**src/rtl/store_pkg.sv**
```systemverilog
// store_pkg: shared state encoding, store funct3 codes and misalignment helper (feature macro STORE_MISALIGNED_SPLIT_EN)
package store_pkg;

   localparam logic [2:0] F3_SB = 3'b000;
   localparam logic [2:0] F3_SH = 3'b001;
   localparam logic [2:0] F3_SW = 3'b010;
   localparam logic [2:0] F3_SD = 3'b011;

`ifdef STORE_MISALIGNED_SPLIT_EN
   typedef enum logic [1:0] {ST_IDLE, ST_BEAT0, ST_BEAT1} st_state_t;
`else
   typedef enum logic [1:0] {ST_IDLE, ST_BEAT0} st_state_t;
`endif

   // A store crosses a word boundary when its last byte lands past the word
   function automatic logic is_misaligned(input int unsigned offset, input int unsigned size, input int unsigned nb);
      return (offset + size) > nb;
   endfunction

endpackage

```
**src/rtl/store_align.sv**
```systemverilog
// store_align: double-width lane shift, byte-enable mask and legality decode for one store
module store_align
   import store_pkg::*;
#(
   parameter int XLEN = 32,
   localparam int NB = XLEN / 8,
   localparam int OW = $clog2(NB)
) (
   input  logic [2:0]        funct3,
   input  logic [OW-1:0]     offset,
   input  logic [XLEN-1:0]   store_data,
   output logic [2*NB-1:0]   be2,
   output logic [2*XLEN-1:0] wd2,
   output logic              illegal,
   output logic              misaligned
);

   logic [3:0] size;

   assign size       = 4'd1 << funct3[1:0];
   assign be2        = (2*NB)'((9'd1 << size) - 9'd1) << offset;
   assign wd2        = {{XLEN{1'b0}}, store_data} << {offset, 3'b000};
   assign illegal    = funct3[2] || (XLEN == 32 && funct3[1:0] == 2'b11);
   assign misaligned = is_misaligned(32'(offset), 32'(size), NB);

endmodule

```
**src/rtl/store_unit.sv**
```systemverilog
// store_unit: MEM-stage store path driving a word-aligned write port, optional misaligned split (STORE_MISALIGNED_SPLIT_EN)
module store_unit
   import store_pkg::*;
#(
   parameter int XLEN   = 32,
   parameter int ADDR_W = 32
) (
   input  logic              clk,
   input  logic              reset,
   input  logic              req_valid,
   output logic              req_ready,
   input  logic [2:0]        funct3,
   input  logic [ADDR_W-1:0] addr,
   input  logic [XLEN-1:0]   store_data,
   output logic              mem_valid,
   input  logic              mem_ready,
   output logic [ADDR_W-1:0] mem_addr,
   output logic [XLEN-1:0]   mem_wdata,
   output logic [XLEN/8-1:0] mem_be,
   output logic              busy,
   output logic              store_fault
);

   localparam int NB = XLEN / 8;
   localparam int OW = $clog2(NB);

   st_state_t         state_q, state_d;
   logic              mem_valid_q, mem_valid_d;
   logic              fault_q, fault_d;
   logic [ADDR_W-1:0] mem_addr_q, mem_addr_d;
   logic [XLEN-1:0]   mem_wdata_q, mem_wdata_d;
   logic [NB-1:0]     mem_be_q, mem_be_d;
   logic [2*NB-1:0]   be2;
   logic [2*XLEN-1:0] wd2;
   logic              illegal, misaligned, final_ok, accept, bad;

`ifdef STORE_MISALIGNED_SPLIT_EN
   localparam bit SPLIT = 1'b1;
   logic              mis_q, mis_d;
   logic [XLEN-1:0]   hi_wdata_q, hi_wdata_d;
   logic [NB-1:0]     hi_be_q, hi_be_d;
   assign final_ok = mem_ready && ((state_q == ST_BEAT0 && !mis_q) || state_q == ST_BEAT1);
`else
   localparam bit SPLIT = 1'b0;
   logic              unused_hi;
   assign unused_hi = ^{be2[2*NB-1:NB], wd2[2*XLEN-1:XLEN]};
   assign final_ok  = mem_ready && state_q == ST_BEAT0;
`endif

   store_align #(.XLEN(XLEN)) u_align (
      .funct3     (funct3),
      .offset     (addr[OW-1:0]),
      .store_data (store_data),
      .be2        (be2),
      .wd2        (wd2),
      .illegal    (illegal),
      .misaligned (misaligned)
   );

   assign req_ready   = state_q == ST_IDLE || final_ok;
   assign accept      = req_valid && req_ready;
   assign bad         = illegal || (misaligned && !SPLIT);
   assign mem_valid   = mem_valid_q;
   assign mem_addr    = mem_addr_q;
   assign mem_wdata   = mem_wdata_q;
   assign mem_be      = mem_be_q;
   assign busy        = state_q != ST_IDLE;
   assign store_fault = fault_q;

   // Next beat: a new accepted store wins, then the second half of a split, then retire
   always_comb begin
      state_d     = state_q;
      mem_valid_d = mem_valid_q;
      mem_addr_d  = mem_addr_q;
      mem_wdata_d = mem_wdata_q;
      mem_be_d    = mem_be_q;
      fault_d     = accept && bad;
`ifdef STORE_MISALIGNED_SPLIT_EN
      mis_d       = mis_q;
      hi_wdata_d  = hi_wdata_q;
      hi_be_d     = hi_be_q;
`endif
      if (accept && !bad) begin
         state_d     = ST_BEAT0;
         mem_valid_d = 1'b1;
         mem_addr_d  = {addr[ADDR_W-1:OW], {OW{1'b0}}};
         mem_wdata_d = wd2[XLEN-1:0];
         mem_be_d    = be2[NB-1:0];
`ifdef STORE_MISALIGNED_SPLIT_EN
         mis_d       = misaligned;
         hi_wdata_d  = wd2[2*XLEN-1:XLEN];
         hi_be_d     = be2[2*NB-1:NB];
`endif
      end
`ifdef STORE_MISALIGNED_SPLIT_EN
      else if (state_q == ST_BEAT0 && mis_q && mem_ready) begin
         state_d     = ST_BEAT1;
         mem_addr_d  = mem_addr_q + ADDR_W'(NB);
         mem_wdata_d = hi_wdata_q;
         mem_be_d    = hi_be_q;
      end
`endif
      else if (final_ok) begin
         state_d     = ST_IDLE;
         mem_valid_d = 1'b0;
      end
   end

   // State and registered write-port outputs; reset drops any pending beat
   always_ff @(posedge clk) begin
      if (reset) begin
         state_q     <= ST_IDLE;
         mem_valid_q <= 1'b0;
         mem_addr_q  <= '0;
         mem_wdata_q <= '0;
         mem_be_q    <= '0;
         fault_q     <= 1'b0;
`ifdef STORE_MISALIGNED_SPLIT_EN
         mis_q       <= 1'b0;
         hi_wdata_q  <= '0;
         hi_be_q     <= '0;
`endif
      end else begin
         state_q     <= state_d;
         mem_valid_q <= mem_valid_d;
         mem_addr_q  <= mem_addr_d;
         mem_wdata_q <= mem_wdata_d;
         mem_be_q    <= mem_be_d;
         fault_q     <= fault_d;
`ifdef STORE_MISALIGNED_SPLIT_EN
         mis_q       <= mis_d;
         hi_wdata_q  <= hi_wdata_d;
         hi_be_q     <= hi_be_d;
`endif
      end
   end

endmodule

```
**config.mk**
```make
export PLATFORM = sky130hd
export DESIGN_NAME = store_unit
export DESIGN_NICKNAME = d
export VERILOG_FILES = /design/src/rtl/store_pkg.sv /design/src/rtl/store_align.sv /design/src/rtl/store_unit.sv
export SDC_FILE = /design/constraint.sdc
export NUM_CORES = 1
export LEC_CHECK = 0
export BUFFER_PORTS_ARGS = -buffer_cell sky130_fd_sc_hd__buf_2
export CAP_MARGIN = 20
export CORE_MARGIN = 5
export CORE_UTILIZATION = 45
export DETAILED_ROUTE_END_ITERATION = 8
export GPL_TIMING_DRIVEN = 0
export PLACE_DENSITY_LB_ADDON = 0.2
export SLEW_MARGIN = 10
export SYNTH_ARGS = -nofsm -noshare
export SYNTH_HDL_FRONTEND = slang
export SYNTH_SLANG_ARGS = --single-unit
```
**constraint.sdc**
```tcl
create_clock -name clk -period 3.3 [get_ports clk]
set_clock_uncertainty 0.05 [all_clocks]
set_input_delay 0.495 -clock clk [delete_from_list [all_inputs] [get_ports clk]]
set_output_delay 0.495 -clock clk [all_outputs]
set_load 0.01 [all_outputs]
```
-- After elaboration in Yosys (flattened, before gate mapping)
Cells that the tools add are included.
- bits in registers: 69
- latch bits: 0
- memory bits (writable): 0
- memory bits (read-only): 0
- bits of input ports: 71
- output and inout port bits: 72
- logic and storage cells: 28
- memories: 0
- $add $sub $neg: 2
- multipliers: 0
- div/mod/pow operators: 0
- $lt $le $gt $ge: 1
- eq/ne operators: 1
- shift operators: 4
- muxes and demuxes: 4
- bitwise operators: 0
- reduce and logical (&&, ||, !) cells: 10
- operator list (kind ; number):
    $shl 32x5->32 ; 1
    $shl 1x4->8 const A ; 1
    $shl 8x2->4 ; 1
    $sub 8x1->8 const B ; 1
    $add 2x4->5 ; 1
    $gt 5x3->1 const B ; 1
    $logic_and 1x1->1 ; 4
    $mux 1 ; 4
    $shl 1x2->4 const A ; 1
    $logic_or 1x1->1 ; 3
    $eq 2x2->1 const B ; 1
    $logic_not 2->1 ; 1
    $reduce_bool 2->1 ; 1
    $logic_not 1->1 ; 1

-- Longest topological paths before layout
Gate-level depths: netlist of the first run.
- depth in word-level cells: 7
- mapped depth: 10
- depth with buffers taken out: 7

-- Modules after synthesis
A second synthesis of the first run with hierarchy kept.
- cell total of the unflattened synthesis: 432
- area total of the unflattened synthesis: 4041.4 um^2
- modules (own cells, without submodules) (module ; instances ; cells an instance ; area each (um^2) ; seq. area each (um^2)):
    store_unit ; 1 ; 299 ; 3045.4 ; 1361.3
    store_align ; 1 ; 133 ; 996.0 ; 0.0

-- Worst setup path after synthesis of the first run
Ideal clock, no wire load.
- path kind: in2reg
- from: input funct3[1]
- to: register mem_be_q[0], in the netlist mem_be[0]
- library setup time: 0.128 ns
- data arrival time: 2.602 ns
- path slack: 0.520 ns
- stages: 9
- buffers on the path: 2
- cells stage by stage: clkbuf_1 nor2_1 ha_1 fa_1 o22a_1 a221o_1 nor2_1 clkbuf_1 o21ai_0
- cells in the longest elaborated chain, start to end: 6
- elaborated cells between the ends (all ways): 11
- those cells by class: add/sub (2); order compare (1); eq/ne (1); shift (3); reduce/logical (4)
- ends and longest elaborated chain (element ; RTL line ; source):
    start, declared ; store_unit.sv:12 ; input logic [2:0] funct3,
    $shl 1x2->4 ; store_align.sv:20 ; assign size = 4'd1 << funct3[1:0];
    $add 2x4->5 ; store_pkg.sv:17 ; return (offset + size) > nb;
    $gt 5x3->1 ; store_pkg.sv:17 ;
    $logic_or 1x1->1 ; store_unit.sv:62 ; assign bad = illegal || (misaligned && !SPLIT);
    $logic_not 1->1 ; store_unit.sv:83 ; if (accept && !bad) begin
    $logic_and 1x1->1 ; store_unit.sv:83 ;
    end signal, assigned ; store_unit.sv:128 ; mem_be_q <= mem_be_d;
    end, declared ; store_unit.sv:32 ; logic [NB-1:0] mem_be_q, mem_be_d;
Several ways; a longest one is shown, not always the timed one.
A chain may end at the register's enable or synchronous reset.

-- Final worst setup path of the first run
- from: input funct3[1]
- to: register mem_wdata_q[24], in the netlist mem_wdata[24]
- cells in the longest elaborated chain, start to end: 6
- elaborated cells between the ends (all ways): 8
- those cells by class: add/sub (1); order compare (1); eq/ne (1); shift (1); reduce/logical (4)
- ends and longest elaborated chain (element ; RTL line ; source):
    $shl 1x2->4 ; store_align.sv:20 ;
    $add 2x4->5 ; store_pkg.sv:17 ;
    $gt 5x3->1 ; store_pkg.sv:17 ;
    $logic_or 1x1->1 * ; store_unit.sv:62 ;
    $logic_not 1->1 * ; store_unit.sv:83 ;
    $logic_and 1x1->1 * ; store_unit.sv:83 ;
    end signal, assigned ; store_unit.sv:127 ; mem_wdata_q <= mem_wdata_d;
    end, declared ; store_unit.sv:31 ; logic [XLEN-1:0] mem_wdata_q, mem_wdata_d;
Every way passes the cells marked *; elsewhere a longest branch is shown, timed or not.

==> results of run 1 <==
-- sequential cells by signal, summed over array words and instances, names as in the netlist --
| signal | count |
|---|---|
| mem_wdata | 32 |
| mem_addr | 30 |
| mem_be | 4 |
| mem_valid | 1 |
| store_fault | 1 |
-- through the flow --
step / instances / power [W]
after floorplan: 375 / 0.001067
after global placement: 593 / 0.001199
after detailed placement: 593 / 0.001204
after CTS: 609 / 0.001893
after global routing: 609 / 0.001971
final: 609 / 0.001882
-- power by group --
part | switching [W] | total, W | internal (W)
combinational | 0.000197 | 0.000320 | 0.000123
sequential | 0.0000144 | 0.000866 | 0.000852
clock | 0.000344 | 0.000695 | 0.000351
total | 0.000555 | 0.00188 | 0.00133
-- worst paths after layout --
check	startpoint	endpoint	slack [ns]	cells after the start
setup / recovery	funct3[1]	mem_wdata[24]$_SDFFE_PP0P_	0.32	10
hold / removal	addr[7]	mem_addr[7]$_SDFFE_PP0P_	0.34	3
setup reg to reg	mem_valid$_SDFFE_PP0P_	mem_wdata[0]$_SDFFE_PP0P_	1.37	5
hold reg to reg	mem_wdata[15]$_SDFFE_PP0P_	mem_wdata[15]$_SDFFE_PP0P_	0.42	2
-- cell usage after synthesis --
cell / number / area share (%)
nand2_1: 4 / 0.48
nand2b_1: 11 / 2.2
a221oi_1: 2 / 0.56
buf_2: 6 / 0.96
ha_1: 2 / 0.80
o21ai_1: 2 / 0.32
o22a_1: 1 / 0.28
clkbuf_1: 33 / 4.0
a221o_1: 1 / 0.32
o21ai_0: 56 / 9.0
nor3_1: 3 / 0.48
and2_1: 1 / 0.20
mux2i_1: 32 / 10
dfxtp_1: 68 / 44
a211o_1: 1 / 0.28
fa_1: 1 / 0.64
nor2b_1: 2 / 0.40
a21oi_1: 65 / 10
nor2_1: 11 / 1.3
buf_1: 2 / 0.24
conb_1: 1 / 0.12
or4_1: 10 / 2.4
nand3_1: 40 / 6.4
buf_4: 3 / 0.72
nand4_1: 8 / 1.6
a211oi_1: 8 / 1.9
-- critical path: cells and delay by family --
family / cells / cell delay [ns]
adders and majority gates: 2 / 0.65
AOI/OAI and AO/OA: 3 / 1.03
buffers and inverters: 3 / 0.83
and+or+nand+nor: 2 / 0.20
-- cell type report --
class                      count  area share, %
sequential                    68          33.10
multi-input combinational    263          38.36
tap                           80          2.434
clock inverter                 7          1.825
clock buffer                   9          3.012
buffer                        44          4.472
timing repair buffer         138          16.79
-- layer usage --
metal  track usage [%]  vias to the layer above
met1             28.86                     1551
met5                 0                        -
met2             36.15                      119
li1                  -                     1654
met4             10.62                        0
met3             4.264                       22
-- cell families (layout without fill, tap and decap cells) --
kind of cell             count (synthesis)  count (layout)
AO/OA/AOI/OAI                          136             136
adder cells (fa/ha/maj)                  3               3
buffers and inverters                   44             198
flip-flops                              68              68
multiplexers                            32              32
other                                    1               2
AND/OR/NAND/NOR                         90              90
==> impl_metrics.tcl, run 1 <==
set metrics [dict create \
    multi_input_area_um2 1578 \
    gr-total-overflow 0 \
    max_clock_freq_mhz 336.0 \
    cts_tree "built" \
    fin_crit_ns 2.976 \
    grt.total_usage_pct 22.46 \
    area_growth_pct 31.85 \
    clock_latency_ns 0.34 \
    cts-root-buf "clkbuf_8" \
    syn_area_um2 3119 \
    grt_pass1_vias 3276 \
    synthMuxAreaShare_pct 10.27 \
    drc 0 \
    crit_slowest_cell "a221oi_1" \
    path_cells "clkbuf_1, nor2_1, ha_1, fa_1, o22a_1, a221oi_1, buf_2, buf_2, nand3_1, a21oi_1" \
    route.met3.wl_um 582 \
    maxSlewViolCount 0 \
    avgSynthCellArea_um2 8.340 \
    finalSetupTns_ns 0 \
    synth_xor_area_share_pct 0 \
    seqCellArea_um2 1361 \
    final_area_um2 4113 \
    synth_compound_area_share_pct 23.10 \
    worstMarginPinSlew_ns 0.9500 \
    cts.sinks 68 \
    rsz0062_at_grt "false" \
    ys_types 26 \
    yosys.area_share.simple_pct 15.52 \
    status "finished clean" \
    grt_max_degree 14 \
    post_cts_resized 0 \
    placed_area_um2 3914 \
    hpwl_um 7514 \
    cap_violations 0 \
    crit_fanout 10 \
    core_um2 6756 \
    maxSlewHeadroom_pct 36.18 \
    fin_nets 598 \
    first_iter_violations 154 \
    leakage_nw 1.819 \
    ant_nets 0 \
    cts.path.max_buffers 2 \
    synth_top_family_by_area "compound AO/OA/AOI/OAI gates" \
    n_fill_cell 655 \
    wirelength_met1_um 4467 \
    layout_common_cells "buf_2 (144), dfxtp_1 (68), a21oi_1 (65), o21ai_0 (56), nand3_1 (40)" \
    diodes 0 \
    cp_slowest_stage_delay_ns 0.67 \
    synth_warnings 0 \
    post-route-util_pct 60.87 \
    holdBufCountCts 0 \
    grt_pass1_wl_um 15450 \
    row_count 30 \
    hp-class "input port to flip-flop" \
    die_height_um 93.26 \
    ioPinCount 143 \
    layout_setup_ws_ns 0.3242 \
    vias 3346 \
    cts_setup_buffers 0 \
    dieWidth_um 93.26 \
    highest_layer "met4" \
    required_ns 3.52 \
    post-route-period-util_pct 90.18 \
    pre_cts_ws_ns 0.03058 \
    cp.arrival_ns 3.20 \
    cts_made_buffers 9 \
    viasPerCell 5.494 \
    clk_pin_slew_worst_paths_ns 0.08 \
    wl_um 9931 \
    drive_gt1_share_pct 30.81 \
    peakVddDrop_v 0.0002290 \
    ys_seq_area_share_pct 43.64 \
    synth_fa_ha_area_share_pct 1.444 \
    hold_viol_final 0 \
    whs_ns 0.3391 \
    firstDrtPassIters 4 \
    critPathLaunchType "input port" \
    synthCells 374 \
    synth_seq_cells 68 \
    initial_core_util_pct 46.17 \
    avgRoutedWirePerCell_um 16.31 \
    route.met2.wl_um 4575 \
    port_buffers 138 \
    end_kind "flip-flop" \
    antenna_found_initial 0 \
    htree_levels 3 \
    layout_commonest_cell "buf_2" \
    die-area_um2 8697 \
    crit_top_cell "buf_2" \
    power.density_nw_per_um2 457.5 \
    place.gp.congestion 0.8523 \
    worstSetupPathType "input port to flip-flop" \
    setup_violations 0 \
]
Power figures use the tool's default switching activity.
==> run 2: changes to the inputs <==
Settings changed: REMOVE_ABC_BUFFERS from default to 1.
==> run 2 against run 1 <==
Via count down 3.6%. Critical endpoint is now mem_wdata[21]$_SDFFE_PP0P_. Clock power is 7.3% higher. Largest power group unchanged. Die area stayed put. Largest cell class unchanged. Highest routed layer unchanged. Final cell count shrank 5.4%. Count of clock-buffer cells in the layout rose by 2. Core utilization is 0.33 points higher.
==> impl_metrics.tcl, run 2 (same netlist as run 1, synthesis figures left out) <==
set metrics [dict create \
    status "finished clean" \
    cts.path.max_buffers 2 \
    max_clock_freq_mhz 316.1 \
    setup_violations 0 \
    die-area_um2 8697 \
    cts_setup_buffers 0 \
    firstDrtPassIters 4 \
    ioPinCount 143 \
    grt_pass1_vias 3043 \
    vias 3225 \
    leakage_nw 1.849 \
    pre_cts_ws_ns -0.6473 \
    ant_nets 0 \
    cts-root-buf "clkbuf_8" \
    seqCellArea_um2 1361 \
    grt_pass1_wl_um 14470 \
    largest_reg_flops 32 \
    place.gp.congestion 0.7605 \
    worstSetupPathType "input port to flip-flop" \
    rsz0062_at_grt "false" \
    avgRoutedWirePerCell_um 15.80 \
    dieWidth_um 93.26 \
    power.density_nw_per_um2 468.8 \
    drive_gt1_share_pct 34.07 \
    holdBufCountCts 0 \
    maxSlewViolCount 0 \
    layout_common_cells "buf_2 (138), dfxtp_1 (68), a21oi_1 (65), o21ai_0 (56), nand3_1 (40)" \
    grt_max_degree 47 \
    initial_core_util_pct 46.17 \
    cp.arrival_ns 3.29 \
    die_height_um 93.26 \
    critPathLaunchType "input port" \
    r2r_end "mem_wdata[21]$_SDFFE_PP0P_" \
    rr_startpoint "mem_valid$_SDFFE_PP0P_" \
    cts.sinks 68 \
    finalSetupTns_ns 0 \
    cp-startpoint "addr[0]" \
    design_power_total_w 0.001938 \
    grt.total_usage_pct 20.56 \
    hpwl_um 6364 \
    whs_ns 0.3561 \
    n_fill_cell 635 \
    diodes 0 \
    crit_path_end "mem_wdata[21]$_SDFFE_PP0P_" \
    layout_commonest_cell "buf_2" \
    gr-total-overflow 0 \
    layout_setup_ws_ns 0.1369 \
    fin_nets 565 \
    hp-class "input port to flip-flop" \
    cap_violations 0 \
    wl_um 9099 \
    cts_made_buffers 9 \
    worstMarginPinSlew_ns 0.7962 \
    crit_fanout 33 \
    port_buffers 140 \
    clock_latency_ns 0.32 \
    drc 0 \
    core_um2 6756 \
    viasPerCell 5.599 \
    first_iter_violations 152 \
    clk_pin_slew_worst_paths_ns 0.07 \
    antenna_found_initial 0 \
    multi_input_area_um2 1603 \
    post-route-period-util_pct 95.85 \
    peakVddDrop_v 0.0001976 \
    maxSlewHeadroom_pct 46.92 \
    r2r_setup_slack_ns 1.48 \
    htree_levels 3 \
    row_count 30 \
    end_kind "flip-flop" \
    fin_crit_ns 3.163 \
    cts_tree "built" \
    reg2reg_depth 6 \
    hold_viol_final 0 \
    area_growth_pct 32.57 \
    required_ns 3.42 \
]
==> run 2: stage by stage <==
step                util (%)  cell area [um2]  instances
finish                 61.20             4135        576
floorplan                  -             2939        331
global route           61.20             4135        576
CTS                    61.13             4130        575
global placement       55.35             3740        551
detailed placement     57.81             3906        559
==> run 2: worst min path at each step <==
stage	start	to	slack (ns)	cells after the start
after detailed placement	mem_wdata[10]$_SDFFE_PP0P_	mem_wdata[10]$_SDFFE_PP0P_	0.41	2
after global placement	mem_addr[26]$_SDFFE_PP0P_	mem_addr[26]$_SDFFE_PP0P_	0.41	2
final	addr[17]	mem_addr[17]$_SDFFE_PP0P_	0.36	3
after global routing	addr[24]	mem_addr[24]$_SDFFE_PP0P_	0.34	3
after CTS	addr[24]	mem_addr[24]$_SDFFE_PP0P_	0.34	3
after floorplan	mem_be[1]$_SDFFE_PP0P_	mem_be[1]$_SDFFE_PP0P_	0.44	2
==> run 2: repair_timing <==
item	in CTS	in global routing
endpoints found under the setup margin	18	0
hold endpoints to repair	0	0
gates resized for setup	3	0
==> run 2: final cells by class <==
| cell class | count | share of cell area, % |
|---|---|---|
| clock buffer | 11 | 3.419 |
| clock inverter | 5 | 1.815 |
| multi-input combinational | 263 | 38.76 |
| sequential | 68 | 32.92 |
| tap | 80 | 2.421 |
| timing repair buffer | 149 | 20.67 |
==> run 2: power by group <==
| group | internal [W] | switching, W |
|---|---|---|
| clock network | 0.000443 | 0.000304 |
| registers | 0.000852 | 0.0000135 |
| logic | 0.000135 | 0.000192 |
==> run 2: critical path, stage by stage <==
cell and delay, ns:
buf_4 0.35, ha_1 0.27, fa_1 0.43, o22a_1 0.25, a221o_2 0.57, buf_16 0.25, nor2_2 0.31, buf_4 0.25
a211oi_1 0.09
==> run 2: metal layers <==
metal | up-vias | global-route usage (%) | share of wire, %
met2 | 137 | 33.17 | 48
li1 | 1592 | - | -
met1 | 1490 | 25.68 | 42
met4 | 0 | 7.448 | 0.45
met5 | - | 0 | 0
met3 | 6 | 6.516 | 9.2
